## config.mk

```make
export PLATFORM = sky130hd
export DESIGN_NAME = tx_msgctrl_bank
export DESIGN_NICKNAME = d
export VERILOG_FILES = /design/src/rtl/tx_msgctrl_bank.sv
export SDC_FILE = /design/constraint.sdc
export NUM_CORES = 1
export LEC_CHECK = 0
export BUFFER_PORTS_ARGS = -buffer_cell sky130_fd_sc_hd__buf_2
export CORE_UTILIZATION = 40
export CTS_CLUSTER_DIAMETER = 100
export CTS_CLUSTER_SIZE = 25
export DETAILED_ROUTE_END_ITERATION = 10
export HOLD_SLACK_MARGIN = 0.12
export PLACE_DENSITY = 0.68
export SLEW_MARGIN = 40
export SYNTH_ARGS = -nofsm -noshare
export SYNTH_HDL_FRONTEND = slang
export SYNTH_SLANG_ARGS = --single-unit
```

## constraint.sdc

```tcl
create_clock -name clk -period 2.2 [get_ports clk]
set_clock_uncertainty 0.2 [all_clocks]
set_input_delay 0.22 -clock clk [delete_from_list [all_inputs] [get_ports clk]]
set_output_delay 0.22 -clock clk [all_outputs]
set_load 0.05 [all_outputs]
```

## src/rtl/tx_msgctrl_bank.sv

```systemverilog
// tx_msgctrl_bank: bank of NBUF CPU-written transmit message buffers with a
// single IDLE/REQ/BUSY controller that hands the lowest pending buffer to
// the transmit controller and writes the outcome back into the buffer.
//
// Buffer word: [15] treq, [14] tind, [13] terr, [12:10] retry count,
// [9:0] CPU payload (never modified here).
//
// Optional feature: define TXBANK_RETRY_EN to retry a failed buffer up to
// MAXRETRY times before flagging terr; without it, an error flags terr
// immediately and leaves the retry-count field as the CPU wrote it.
//
// Handshake: tx_req is held high in REQ with tx_sel stable until tx_ack
// (one-cycle pulse) is seen; tx_done (one-cycle pulse, outcome on tsucf)
// is honoured only in BUSY. Pulses arriving in any other state are ignored.
//
// fsm_state_o exposes the controller state: 0 = IDLE, 1 = REQ, 2 = BUSY.
module tx_msgctrl_bank #(
  parameter int NBUF     = 4,
  parameter int MAXRETRY = 3
) (
  input  logic                 clk,
  input  logic                 rst,
  input  logic [NBUF-1:0]      cpu_we,
  input  logic [15:0]          reginp,
  input  logic                 tx_ack,
  input  logic                 tx_done,
  input  logic                 tsucf,
  output logic [16*NBUF-1:0]   regout,
  output logic                 tx_req,
  output logic [2:0]           tx_sel,
  output logic                 busy,
  output logic [1:0]           fsm_state_o
);

`ifdef TXBANK_RETRY_EN
  localparam bit RETRY_EN = 1'b1;
`else
  localparam bit RETRY_EN = 1'b0;
`endif

  typedef enum logic [1:0] {
    S_IDLE = 2'd0,
    S_REQ  = 2'd1,
    S_BUSY = 2'd2
  } state_t;

  state_t      state_q, state_d;
  logic [2:0]  sel_q, sel_d;
  logic [15:0] buf_q [NBUF];
  logic [15:0] buf_d [NBUF];

  logic [NBUF-1:0] treq;
  logic            any_req;
  logic [2:0]      low_idx;
  logic [15:0]     sel_word;
  logic [15:0]     upd_word;
  logic [2:0]      cnt;
  logic            complete;

  // Pending flags and fixed-priority pick of the lowest pending buffer
  always_comb begin
    treq    = '0;
    low_idx = 3'd0;
    for (int i = 0; i < NBUF; i++) treq[i] = buf_q[i][15];
    any_req = |treq;
    for (int i = NBUF - 1; i >= 0; i--) begin
      if (treq[i]) low_idx = 3'(i);
    end
  end

  // Word of the currently selected buffer
  always_comb begin
    sel_word = 16'h0000;
    for (int i = 0; i < NBUF; i++) begin
      if (sel_q == 3'(i)) sel_word = buf_q[i];
    end
  end

  // Outcome write-back value for the selected buffer
  always_comb begin
    upd_word = sel_word;
    cnt      = sel_word[12:10];
    if (tsucf) begin
      upd_word[15]    = 1'b0;
      upd_word[14]    = 1'b1;
      upd_word[13]    = 1'b0;
      upd_word[12:10] = 3'd0;
    end else if (RETRY_EN && (int'(cnt) < MAXRETRY)) begin
      // Keep treq set so the buffer is arbitrated again; count saturates
      upd_word[12:10] = (cnt == 3'd7) ? 3'd7 : cnt + 3'd1;
    end else begin
      upd_word[15] = 1'b0;
      upd_word[13] = 1'b1;
    end
  end

  assign complete = (state_q == S_BUSY) && tx_done;

  // Buffer next-state: controller write-back, CPU write has the last word
  always_comb begin
    for (int i = 0; i < NBUF; i++) begin
      buf_d[i] = buf_q[i];
      if (complete && (sel_q == 3'(i))) buf_d[i] = upd_word;
      if (cpu_we[i]) buf_d[i] = reginp;
    end
  end

  // Controller next-state and selection
  always_comb begin
    state_d = state_q;
    sel_d   = sel_q;
    case (state_q)
      S_IDLE: begin
        if (any_req) begin
          sel_d   = low_idx;
          state_d = S_REQ;
        end
      end
      S_REQ: begin
        if (tx_ack)            state_d = S_BUSY;
        else if (!sel_word[15]) state_d = S_IDLE;
      end
      S_BUSY: begin
        if (tx_done) state_d = S_IDLE;
      end
      default: state_d = S_IDLE;
    endcase
  end

  // State, selection and buffer registers with synchronous active-low reset
  always_ff @(posedge clk) begin
    if (!rst) begin
      state_q <= S_IDLE;
      sel_q   <= 3'd0;
      for (int i = 0; i < NBUF; i++) buf_q[i] <= 16'h0000;
    end else begin
      state_q <= state_d;
      sel_q   <= sel_d;
      for (int i = 0; i < NBUF; i++) buf_q[i] <= buf_d[i];
    end
  end

  // Moore-decoded outputs and buffer packing
  always_comb begin
    tx_req      = (state_q == S_REQ);
    busy        = (state_q == S_BUSY);
    tx_sel      = sel_q;
    fsm_state_o = state_q;
    regout      = '0;
    for (int i = 0; i < NBUF; i++) regout[16*i +: 16] = buf_q[i];
  end

endmodule

```

==> results.json, run 1 <==
{
  "outcome": "finished, final reports clean",
  "regArea_um2": 1360,
  "dp_cells": 470,
  "endpoint_kind": "output pin",
  "diodes": 0,
  "hold_buffers": 20,
  "fin_area_um2": 3800,
  "start_util": 0.417,
  "syn_to_final_growth_pct": 32.7,
  "p_leak_nw": 1.83,
  "drt_iter0_markers": 128,
  "wl_um": 7400,
  "min_period_ns": 1.84,
  "dieArea_um2": 7510,
  "fmax_ghz": 0.544,
  "chipHeight_um": 86.6,
  "layout-drive-gt1-share": 0.311,
  "slew_viol_final": 0,
  "grt_usage": 0.206,
  "dr.pass1.iters": 4,
  "grt_max_degree": 26,
  "final_util": 0.553,
  "wl_per_cell_um": 14.6,
  "yosys_warnings": 0,
  "final.period_utilization": 0.835,
  "synth_fa_ha_area_frac": 0,
  "setup_viol": 0,
  "synth_compound_area_frac": 0.128,
  "cap_violations": 0,
  "crit_arrival_ns": 1.42,
  "antenna_left": 0,
  "cp.required_ns": 1.78,
  "yosys_most_used_dff": "dfxtp_1",
  "relSlewSlack": 0.609,
  "synth-edff-count": 0,
  "portBuffers": 94,
  "hold_class": "in -> reg",
  "synth_xor_xnor_area_share": 0,
  "cts_setup_buffers": 0,
  "worst_slew_pin_slew_ns": 0.586,
  "ys_seq_area_frac": 0.475,
  "ys_ff_latch": 68,
  "cts_buffer_depth": 2,
  "antenna_found_initial": 0,
  "fp.coreArea_um2": 6870,
  "hold_violations": 0,
  "fillers": 653,
  "syn_nets": 321,
  "syn_area_um2": 2870,
  "tritoncts": "built",
  "synth_top_family_by_area": "multiplexers",
  "synth_top_area_share": 0.475,
  "grt_pass1_vias": 2446,
  "path_class": "reg -> out",
  "synth_commonest_cells": "68 x dfxtp_1, 47 x nor2_1, 42 x mux2i_1",
  "grt_pass1_wl_um": 11800,
  "start_kind": "flop",
  "drc": 0,
  "muxShareOfSynthArea": 0.194,
  "die_x_um": 86.6,
  "worstPathMaxFanout": 13,
  "drt-vias-per-instance": 5.07,
  "multiInputGateArea_um2": 1380,
  "synth_cells": 296,
  "insertion_delay_ns": 0.34,
  "synth.distinct_cells": 44,
  "synth_area_leaders": "dfxtp_1 48%, mux2i_1 15%, nor2_1 6.2%, a21oi_1 3.1%, mux4_2 3.1%",
  "p_per_area_nw_per_um2": 819,
  "p_total_mw": 3.11,
  "vdd_drop_max_mv": 0.507,
  "rsz0062_at_grt": "false",
  "h-tree-depth": 3,
  "rows": 30,
  "placed_cell_area_um2": 3390,
  "gp_congestion": 0.795,
  "finalNonFillerCells": 505,
  "post_cts_resize_count": 0,
  "clk_pin_slew_ns": 0.07,
  "r2r_slack_ns": 0.40,
  "yosys.area.top_type": "dfxtp_1",
  "cts_made_buffers": 9,
  "nets": 430,
  "synth-simple-area-share": 0.155,
  "cts_root_buf": "clkbuf_8",
  "num_vias": 2558,
  "dp_hpwl_um": 5050,
  "ios": 96,
  "synthArstFlopShare": 0,
  "tns_ns": 0,
  "gr-total-overflow": 0,
  "synth.most_common_cell": "dfxtp_1",
  "synth_area_per_cell_um2": 9.68,
  "cts_sinks": 68
}
-- sequential cells by signal, summed over array words and instances, names as in the netlist --
register and flops:
fsm_state_o 2, tx_sel 2, buf_q 64
-- per-stage QoR --
step	setup slack [ns]	hold slack, ns
after global placement	0.493	0.268
after floorplan	0.242	0.147
after CTS	0.369	0.127
after global routing	0.259	0.132
after detailed placement	0.455	0.274
final	0.363	0.142
-- logic make-up after synthesis --
logic type      after synthesis
compound gates               54
buf+inv                      28
flops                        68
mux                          50
other cells                   1
simple gates                 95
-- metal layers --
layer  GRT usage  share of wire  wire length (um)  vias up
li1            -              -                 -     1250
met5           0              0                 0        -
met4      0.0621         0.0069                51        0
met1       0.263           0.45              3360     1202
met3      0.0743          0.085               628        4
met2       0.326           0.45              3360      102
-- final timing paths --
kind | endpoint | from | cells after the start
setup / recovery | tx_req | fsm_state_o[0] | 2
hold / removal | buf_q[2][14] | rst | 3
hold reg to reg | buf_q[1][1] | buf_q[1][1] | 2
setup reg to reg | fsm_state_o[1] | fsm_state_o[0] | 4
-- worst max-delay path, stage by stage, from the launching register on --
cell	delay, ns
dfxtp_1	0.58
nor2b_2	0.24
buf_2	0.27
-- power by group --
group          switching, mW  internal [mW]  leakage [nW]
registers             0.0635           1.31         0.561
clock network          0.449          0.610         0.101
logic                  0.472          0.209          1.17
total                  0.985           2.13          1.83
-- layout by cell type, fill, tap and decap left out, drive strengths merged, types with 4 or more instances in the layout --
cell type	n
inv	6
buf	99
a21oi	18
nand2	15
dfxtp	68
nand2b	5
nor2	47
clkbuf	12
mux4	4
nand3	5
mux2	4
mux2i	42
o21ai	11
nor2b	12
dlygate4sd3	20
-- cell type report --
class / count / area share
multi-input cells: 200 / 0.362
flip-flops and latches: 68 / 0.358
clock buffers: 12 / 0.0434
repair buffers: 119 / 0.186
inverters: 7 / 0.00691
well taps: 96 / 0.0316
clock inverters: 3 / 0.0118
Note: power is estimated with default switching activity, not from simulation.
==> run 2: changes to the inputs <==
ABC_AREA = 1   (was unset)
clock period = 1.65 ns   (was 2.2 ns; I/O delays follow)
==> results.json, run 2 <==
{
  "worstPathMaxFanout": 6,
  "crit_start": "tx_sel[1]",
  "tns_ns": -1.03,
  "cp_slowest_cell": "dfxtp_4",
  "r2r-end": "buf_q[2][5]",
  "dr.pass1.iters": 5,
  "dp_cells": 831,
  "hold_depth": 5,
  "path_class": "reg -> reg",
  "crit_path_max_incr_delay_ns": 0.36,
  "dp_hpwl_um": 9320,
  "final.period_utilization": 1.07,
  "fmax_ghz": 0.564,
  "num_vias": 4768,
  "hold_start": "cpu_we[0]",
  "grt_max_degree": 47,
  "synth-edff-count": 0,
  "grt_usage": 0.282,
  "syn_area_um2": 3740,
  "synth_area_leaders": "dfxtp_1 36%, nand2_1 21%, nor2_1 15%, nand3_1 7.6%, inv_1 3.1%",
  "start_kind": "flop",
  "setup_viol": 31,
  "endpoint_kind": "flop",
  "synth_area_per_cell_um2": 6.01,
  "synth_commonest_cells": "212 x nand2_1, 149 x nor2_1, 68 x dfxtp_1",
  "yosys_warnings": 0,
  "nets": 798,
  "yosys_most_used_dff": "dfxtp_1",
  "drt_iter0_markers": 409,
  "violations": "negative setup slack",
  "p_leak_nw": 2.72,
  "p_per_area_nw_per_um2": 872,
  "synth.distinct_cells": 24,
  "h-tree-depth": 3,
  "layout-drive-gt1-share": 0.364,
  "cts_buffer_depth": 2,
  "synth.most_common_cell": "nand2_1",
  "yosys.area.top_type": "dfxtp_1",
  "rows": 34,
  "regMostFlops": "buf_q",
  "drc": 0,
  "cts_sinks": 68,
  "synth_top_area_share": 0.364,
  "hold-path-endpoint": "buf_q[0][8]",
  "ys_ff_latch": 68,
  "layout_commonest_cell": "nand2_1",
  "die_x_um": 98.7,
  "grt_pass1_vias": 4110,
  "final_util": 0.635,
  "cp_cell_sequence": "buf_12, nor2_4, buf_12, buf_8, nand2_2, nand3_2, nand2_4, nor2_2, nor2_1, nor2_1",
  "slew_viol_final": 0,
  "cts_made_buffers": 9,
  "start_util": 0.420,
  "wl_per_cell_um": 16.8,
  "reg2reg_depth": 10,
  "outcome": "complete, but fails checks",
  "chipHeight_um": 98.7,
  "drt-vias-per-instance": 5.38,
  "synth_cells": 622,
  "finalNonFillerCells": 886,
  "antenna_left": 0,
  "fillers": 821,
  "cts_root_buf": "clkbuf_8",
  "fp.coreArea_um2": 8890,
  "ys_seq_area_frac": 0.364,
  "dieArea_um2": 9740,
  "wl_um": 14900,
  "cp.required_ns": 1.73,
  "min_period_ns": 1.77,
  "diodes": 0,
  "grt_pass1_wl_um": 21400,
  "hold_violations": 0,
  "worst_slack_ns": -0.123,
  "r2r_slack_ns": -0.12,
  "largest_reg_flops": 64,
  "gr-total-overflow": 0,
  "synthArstFlopShare": 0,
  "vdd_drop_max_mv": 0.479,
  "hold_class": "in -> reg",
  "rsz0062_at_grt": "true",
  "regToRegStartpoint": "tx_sel[1]",
  "portBuffers": 94,
  "ios": 96,
  "antenna_found_initial": 0,
  "syn_to_final_growth_pct": 51.0,
  "layout_common_cells": "188 x nand2_1, 111 x nor2_1, 92 x buf_2",
  "cap_violations": 0,
  "tritoncts": "built",
  "clk_pin_slew_ns": 0.08,
  "gp_congestion": 0.897,
  "syn_nets": 647,
  "insertion_delay_ns": 0.36,
  "crit_arrival_ns": 1.85
}
-- run 2: cell count changes after synthesis, sizes merged, moves of 12 or more --
cell	before	now
nand2	15	212
nor2	47	156
nand3	5	59
mux2i	42	0
inv	7	37
nor2b	12	0
-- run 2: worst max-delay path by stage --
stage,end,slack (ns),cells past startpoint
after floorplan,buf_q[0][3],-0.05,9
after global placement,buf_q[3][0],-0.19,8
after detailed placement,buf_q[1][2],-0.16,10
after CTS,buf_q[0][0],0.008,8
after global routing,buf_q[1][0],-0.17,10
final,buf_q[2][5],-0.12,10
-- run 2: per-stage QoR --
step | setup WS, ns | instance area (um2) | hold slack [ns] | total power, mW
6_report | -0.123 | 5650 | 0.149 | 4.92
4_1_cts | 0.00823 | 5080 | 0.129 | 4.65
3_5_place_dp | -0.156 | 4520 | 0.237 | 3.11
3_3_place_gp | -0.185 | 4520 | 0.232 | 3.09
2_1_floorplan | -0.0513 | 3770 | 0.0934 | 2.72
5_1_grt | -0.166 | 5650 | 0.158 | 5.08
-- run 2: cell type report --
class,count,area (um2),share of cell area
Inverter,38,163,0.0288
Multi-Input combinational cell,485,2470,0.438
Clock inverter,4,46.3,0.00820
Timing Repair Buffer,170,1280,0.227
Sequential cell,68,1380,0.244
Tap cell,108,135,0.0239
Timing Repair inverter,1,11.3,0.00199
Clock buffer,12,155,0.0275
-- run 2: cells by family after synthesis --
| family | after synthesis | share of synthesized area |
|---|---|---|
| simple gates | 442 | 0.492 |
| flops | 68 | 0.364 |
| other cells | 1 | 0.00100 |
| compound gates | 42 | 0.0596 |
| buf+inv | 69 | 0.0830 |
-- run 2: per-layer routing --
| metal | up-vias | GRT usage | routed length [um] | part of all wire |
|---|---|---|---|---|
| met5 | - | 0 | 0 | 0 |
| met4 | 0 | 0.118 | 500 | 0.034 |
| met3 | 52 | 0.0390 | 1230 | 0.083 |
| met2 | 282 | 0.453 | 6950 | 0.47 |
| met1 | 2202 | 0.381 | 6190 | 0.42 |
| li1 | 2232 | - | - | - |
-- run 2: repair_timing --
item / 4_1_cts / 5_1_grt
resized for setup: 20 / 129
cloned: 1 / 2
hold buffers: 23 / 0
buffers inserted: 4 / 9
pin swaps: 7 / 64
setup endpoints to repair: 63 / 58
endpoints found under the hold margin: 68 / 0
-- run 2: report_power, final --
part | switching, mW | internal, mW
clock network | 0.685 | 0.778
logic | 1.09 | 0.548
registers | 0.0856 | 1.74
-- run 2: worst max-delay path, delay by kind of cell, from the launching register on --
| family | cells | cell delay, ns |
|---|---|---|
| buffers and inverters | 3 | 0.40 |
| and+or+nand+nor | 7 | 0.74 |
| DFF | 1 | 0.36 |
